<file path="src/rtl/branch_determination_unit_pkg.sv">
// branch_determination_unit_pkg: RV32I branch funct3 encodings shared by the branch resolver
package branch_determination_unit_pkg;
   localparam logic [2:0] FUNCT3_BEQ  = 3'b000;
   localparam logic [2:0] FUNCT3_BNE  = 3'b001;
   localparam logic [2:0] FUNCT3_BLT  = 3'b100;
   localparam logic [2:0] FUNCT3_BGE  = 3'b101;
   localparam logic [2:0] FUNCT3_BLTU = 3'b110;
   localparam logic [2:0] FUNCT3_BGEU = 3'b111;
endpackage

</file>
<file path="src/rtl/branch_determination_unit_if.sv">
// branch_determination_unit_if: comparator flags and control in, taken decision and debug counters out
interface branch_determination_unit_if #(parameter int CNT_WIDTH = 32);
   logic                 BrEq_i;
   logic                 BrLT_i;
   logic                 BrLTU_i;
   logic                 Branch_i;
   logic [2:0]           funct3_i;
   logic                 BranchTaken_o;
   logic                 BranchTaken_q_o;
   logic                 IllegalFunct3_o;
   logic [CNT_WIDTH-1:0] BranchCnt_o;
   logic [CNT_WIDTH-1:0] TakenCnt_o;
   modport master (
      output BrEq_i, BrLT_i, BrLTU_i, Branch_i, funct3_i,
      input  BranchTaken_o, BranchTaken_q_o, IllegalFunct3_o, BranchCnt_o, TakenCnt_o
   );
   modport slave (
      input  BrEq_i, BrLT_i, BrLTU_i, Branch_i, funct3_i,
      output BranchTaken_o, BranchTaken_q_o, IllegalFunct3_o, BranchCnt_o, TakenCnt_o
   );
endinterface

</file>
<file path="src/rtl/branch_cond_eval.sv">
// branch_cond_eval: combinational funct3/flag evaluator; odd funct3 selects the inverted condition
module branch_cond_eval
   import branch_determination_unit_pkg::*;
(
   input  logic       i_branch,
   input  logic       i_br_eq,
   input  logic       i_br_lt,
   input  logic       i_br_ltu,
   input  logic [2:0] i_funct3,
   output logic       o_taken,
   output logic       o_illegal
);
   logic w_legal;
   logic w_cond;
   always_comb begin
      w_legal   = i_funct3 inside {FUNCT3_BEQ, FUNCT3_BNE, FUNCT3_BLT, FUNCT3_BGE, FUNCT3_BLTU, FUNCT3_BGEU};
      w_cond    = (i_funct3 inside {FUNCT3_BEQ, FUNCT3_BNE}) ? i_br_eq :
                  (i_funct3 inside {FUNCT3_BLT, FUNCT3_BGE}) ? i_br_lt : i_br_ltu;
      o_taken   = i_branch & w_legal & (w_cond ^ i_funct3[0]);
      o_illegal = i_branch & ~w_legal;
   end
endmodule

</file>
<file path="src/rtl/branch_determination_unit.sv">
// branch_determination_unit: same-cycle branch decision plus registered copy and branch/taken counters
module branch_determination_unit #(
   parameter int CNT_WIDTH = 32
) (
   input  logic                        clk_i,
   input  logic                        rst_i,
   branch_determination_unit_if.slave  bus
);
   logic                 w_taken;
   logic                 w_illegal;
   logic                 r_taken_q;
   logic [CNT_WIDTH-1:0] r_branch_cnt;
   logic [CNT_WIDTH-1:0] r_taken_cnt;
   branch_cond_eval u_eval (
      .i_branch  (bus.Branch_i),
      .i_br_eq   (bus.BrEq_i),
      .i_br_lt   (bus.BrLT_i),
      .i_br_ltu  (bus.BrLTU_i),
      .i_funct3  (bus.funct3_i),
      .o_taken   (w_taken),
      .o_illegal (w_illegal)
   );
   always_ff @(posedge clk_i) begin
      if (rst_i) begin
         r_taken_q    <= 1'b0;
         r_branch_cnt <= '0;
         r_taken_cnt  <= '0;
      end else begin
         r_taken_q    <= w_taken;
         r_branch_cnt <= r_branch_cnt + CNT_WIDTH'(bus.Branch_i);
         r_taken_cnt  <= r_taken_cnt + CNT_WIDTH'(w_taken);
      end
   end
   assign bus.BranchTaken_o   = w_taken;
   assign bus.IllegalFunct3_o = w_illegal;
   assign bus.BranchTaken_q_o = r_taken_q;
   assign bus.BranchCnt_o     = r_branch_cnt;
   assign bus.TakenCnt_o      = r_taken_cnt;
endmodule

</file>
<file path="src/flat_wrapper.sv">
// flat-port wrapper written by rule: the top's interface ports become plain ports
module branch_determination_unit_flat 
#(
   parameter int CNT_WIDTH = 32
)
  (clk_i, rst_i, bus_BrEq_i, bus_BrLT_i, bus_BrLTU_i, bus_Branch_i, bus_funct3_i, bus_BranchTaken_o, bus_BranchTaken_q_o, bus_IllegalFunct3_o, bus_BranchCnt_o, bus_TakenCnt_o);
  branch_determination_unit_if #(.CNT_WIDTH(CNT_WIDTH)) bus_i ();
  input  logic clk_i;
  input  logic rst_i;
  input wire logic [$bits(bus_i.BrEq_i)-1:0] bus_BrEq_i;
  input wire logic [$bits(bus_i.BrLT_i)-1:0] bus_BrLT_i;
  input wire logic [$bits(bus_i.BrLTU_i)-1:0] bus_BrLTU_i;
  input wire logic [$bits(bus_i.Branch_i)-1:0] bus_Branch_i;
  input wire logic [$bits(bus_i.funct3_i)-1:0] bus_funct3_i;
  output wire logic [$bits(bus_i.BranchTaken_o)-1:0] bus_BranchTaken_o;
  output wire logic [$bits(bus_i.BranchTaken_q_o)-1:0] bus_BranchTaken_q_o;
  output wire logic [$bits(bus_i.IllegalFunct3_o)-1:0] bus_IllegalFunct3_o;
  output wire logic [$bits(bus_i.BranchCnt_o)-1:0] bus_BranchCnt_o;
  output wire logic [$bits(bus_i.TakenCnt_o)-1:0] bus_TakenCnt_o;
  assign bus_i.BrEq_i = bus_BrEq_i;
  assign bus_i.BrLT_i = bus_BrLT_i;
  assign bus_i.BrLTU_i = bus_BrLTU_i;
  assign bus_i.Branch_i = bus_Branch_i;
  assign bus_i.funct3_i = bus_funct3_i;
  assign bus_BranchTaken_o = bus_i.BranchTaken_o;
  assign bus_BranchTaken_q_o = bus_i.BranchTaken_q_o;
  assign bus_IllegalFunct3_o = bus_i.IllegalFunct3_o;
  assign bus_BranchCnt_o = bus_i.BranchCnt_o;
  assign bus_TakenCnt_o = bus_i.TakenCnt_o;
  branch_determination_unit #(.CNT_WIDTH(CNT_WIDTH)) u_core (.clk_i(clk_i), .rst_i(rst_i), .bus(bus_i));
endmodule
</file>
<file path="config.mk">
export PLATFORM = sky130hd
export DESIGN_NAME = branch_determination_unit_flat
export DESIGN_NICKNAME = d
export VERILOG_FILES = /design/src/rtl/branch_determination_unit_pkg.sv /design/src/rtl/branch_determination_unit_if.sv /design/src/rtl/branch_cond_eval.sv /design/src/rtl/branch_determination_unit.sv /design/src/flat_wrapper.sv
export SDC_FILE = /design/constraint.sdc
export NUM_CORES = 1
export LEC_CHECK = 0
export ABC_AREA = 1
export BUFFER_PORTS_ARGS = -buffer_cell sky130_fd_sc_hd__buf_2
export CORE_MARGIN = 4
export CORE_UTILIZATION = 41
export CTS_BUF_LIST = sky130_fd_sc_hd__clkbuf_4 sky130_fd_sc_hd__clkbuf_8
export CTS_CLUSTER_DIAMETER = 150
export DETAILED_ROUTE_END_ITERATION = 6
export GPL_TIMING_DRIVEN = 1
export PLACE_DENSITY = 0.66
export SLEW_MARGIN = 10
export SYNTH_ARGS = -nofsm -noshare
export SYNTH_HDL_FRONTEND = slang
export SYNTH_SLANG_ARGS = --single-unit
</file>
<file path="constraint.sdc">
create_clock -name clk_i -period 2.2 [get_ports clk_i]
set_clock_uncertainty 0.2 [all_clocks]
set_input_delay 0.22 -clock clk_i [delete_from_list [all_inputs] [get_ports clk_i]]
set_output_delay 0.22 -clock clk_i [all_outputs]
set_load 0.01 [all_outputs]
</file>
==> flow_metrics.py <==
metrics = {
    "routing": {
        "routed_wl_mm": 10.0,
        "num_vias": 3888,
        "vias_per_cell": 4.97,
        "wl_per_cell_um": 12.8,
        "drt_iter0_markers": 154,
        "ant_nets": 0,
        "first_pass_iters": 5,
        "remaining_drc_errors": 0,
    },
    "clocking": {
        "cts_max_path_buffers": 2,
        "clockRootBuffer": "clkbuf_8",
        "clock-sinks": 65,
        "htreeDepth": 3,
        "clk_latency_ps": 340,
        "hold_buffers": 0,
        "cts_buffers": 9,
        "clk_pin_slew_ps": 70,
        "cts_tree": "yes",
    },
    "yosys": {
        "synth_area_leader_cell": "dfxtp_1",
        "async_flop_share_pct": 0,
        "ys_top_cells_by_count": "nand2_1 (177), nor2_1 (112), inv_1 (72)",
        "syn-num-nets": 592,
        "yosysSeqAreaShare_pct": 36.2,
        "synth-edff-count": 0,
        "syn_avg_cell_area_um2": 6.22,
        "synth.area.top_cells": "dfxtp_1 (36%), nand2_1 (18%), nor2_1 (12%)",
        "synth_top_area_share_pct": 36.2,
        "yosysWarningCount": 0,
        "syn_area_um2": 3590,
        "synthFlopType": "dfxtp_1",
        "synth-seq-cells": 65,
        "synthCells": 578,
        "ys_types": 27,
        "synth.most_common_cell": "nand2_1",
    },
    "global_routing": {
        "grt_max_degree": 29,
        "grt_pass1_wl_mm": 16.6,
        "overflow": 0,
        "grt_pass1_vias": 3522,
        "antenna_found_initial": 0,
        "grt_use_total_pct": 20.1,
    },
    "cells_and_area": {
        "drive_above_1_share_pct": 19.5,
        "final_core_util_pct": 52.5,
        "finalInstanceArea_um2": 4400,
        "antennaDiodeCount": 0,
        "n_fill_cell": 873,
        "fin_nets": 686,
        "area_growth_pct": 22.5,
    },
    "power_and_ir_drop": {
        "power.total_uw": 2360,
        "p_leak_uw": 0.00170,
        "peakVddDrop_v": 0.000314,
        "powerDensity_nw_per_um2": 536,
    },
    "hold_path": {
        "min_from": "bus_Branch_i",
        "hp-class": "input port to register",
    },
    "sta": {
        "max_slew_margin_pct": 61.4,
        "fmax_mhz": 506,
        "fin_crit_sh_pct": 89.8,
        "worst_pin_slew_ps": 578,
        "slew_violations": 0,
        "finalHoldViolCount": 0,
        "fin_setup_tns_ps": 0,
        "rsz0062_at_grt": "false",
        "setup_viol": 0,
        "post-route-min-period_ps": 1980,
    },
    "floorplanning": {
        "die_x_um": 102,
        "die_h_um": 102,
        "pin_count": 76,
        "initial_core_util_pct": 42.9,
        "core_area_um2": 8380,
        "core.rowCount": 33,
        "floorplan.die_area_um2": 10300,
    },
    "setup_path": {
        "end_kind": "register",
        "path_buf_inv": 1,
        "critical_path.top_delay_family": "simple AND/OR/NAND/NOR gates",
        "critPathMaxStageDelay_ps": 330,
        "crit_start": "u_core.bus.BranchCnt_o[0]",
        "start_kind": "register",
        "critPathArrivalTime_ps": 2000,
        "criticalPathCategory": "register to register",
        "crit_top_cell": "nand2_1",
        "path_max_fanout": 7,
        "crit_slowest_cell": "dfxtp_1",
        "crit_required_ps": 2220,
        "r2r_slack_ps": 220,
        "reg2reg_from": "u_core.bus.BranchCnt_o[0]",
        "path_cells": "ha_1 -> ha_1 -> nand2_1 -> nor2_4 -> inv_1 -> nor2_2 -> nand2_1 -> nand2_1 -> a21oi_1",
    },
    "placement": {
        "place_hpwl_mm": 7.91,
        "place_congestion": 0.890,
        "port_buffers": 75,
        "placed_area_um2": 4170,
    },
    "outcome": {
        "status": "completed",
    },
    "run": {
        "cap_viol_max_count": 0,
    },
}
-- layout make-up --
cell class	instances	area (µm²)	share of cell area, %
Multi-Input combinational cell	434	2000	45.5
Inverter	72	270	6.14
Clock inverter	4	51.3	1.17
Clock buffer	12	159	3.61
Timing Repair Buffer	90	488	11.1
Sequential cell	65	1300	29.6
Tap cell	105	131	2.98
-- per-layer routing --
metal	share of wire (%)	vias up	GRT usage [%]
met5	0	-	0
met1	48	1776	28.5
li1	-	1992	-
met4	1.2	0	6.34
met3	6.0	11	3.17
met2	45	109	31.4
-- final timing paths --
check                                                  end  cells past startpoint
worst max register to register  u_core.bus.BranchCnt_o[28]                      9
worst max-delay path            u_core.bus.BranchCnt_o[28]                      9
worst min-delay path             u_core.bus.BranchCnt_o[0]                      4
worst min register to register   u_core.bus.TakenCnt_o[31]                      2
-- flip-flops by register name, indices dropped and copies added, names as in the netlist --
name / flops
u_core.bus.BranchCnt_o: 32
u_core.bus.TakenCnt_o: 32
u_core.bus.BranchTaken_q_o: 1
-- stage by stage --
step | hold slack [ps] | setup slack [ps] | instances
floorplan | 239 | 26.7 | 578
global placement | 262 | -66.3 | 764
detailed placement | 269 | -159 | 764
CTS | 23.5 | 168 | 780
global route | 58.2 | 10.0 | 782
finish | 20.4 | 225 | 782
-- layout by cell type, fill, tap and decap left out, types with 4 or more instances in the layout --
cell type and count:
nand3b_1 4, o21a_1 6, a21oi_1 47, inv_1 71
clkbuf_8 11, nand3_1 31, o21ai_0 15, nor2_1 110
nand4_1 4, ha_1 5, buf_4 15, nor2_2 7
buf_2 75, nor2_4 9, dfxtp_1 65, nand2_1 176
-- kinds of logic after synthesis --
group / synth area share, %
AOI/OAI and AO/OA: 10.5
DFF: 36.2
and+or+nand+nor: 42.2
buffers and inverters: 8.32
adders and majority gates: 1.74
xor gates and xnor gates: 0.975
-- timing repair --
item                       4_1_cts  5_1_grt
buffers inserted                 0        2
gates resized for setup          0        4
setup endpoints to repair        0        3
-- tightest hold or removal path: cells and delay by family --
family	cells	cell delay, ps
buffers and inverters	2	120
adder cells (fa/ha/maj)	1	110
AND/OR/NAND/NOR	1	70
-- report_power, final --
| group | switching [µW] | internal, µW | leakage, µW |
|---|---|---|---|
| clock network | 479 | 599 | 0.000106 |
| logic | 56.2 | 35.4 | 0.00107 |
| registers | 5.73 | 1180 | 0.000524 |
Note: power is estimated with default switching activity, not from simulation.
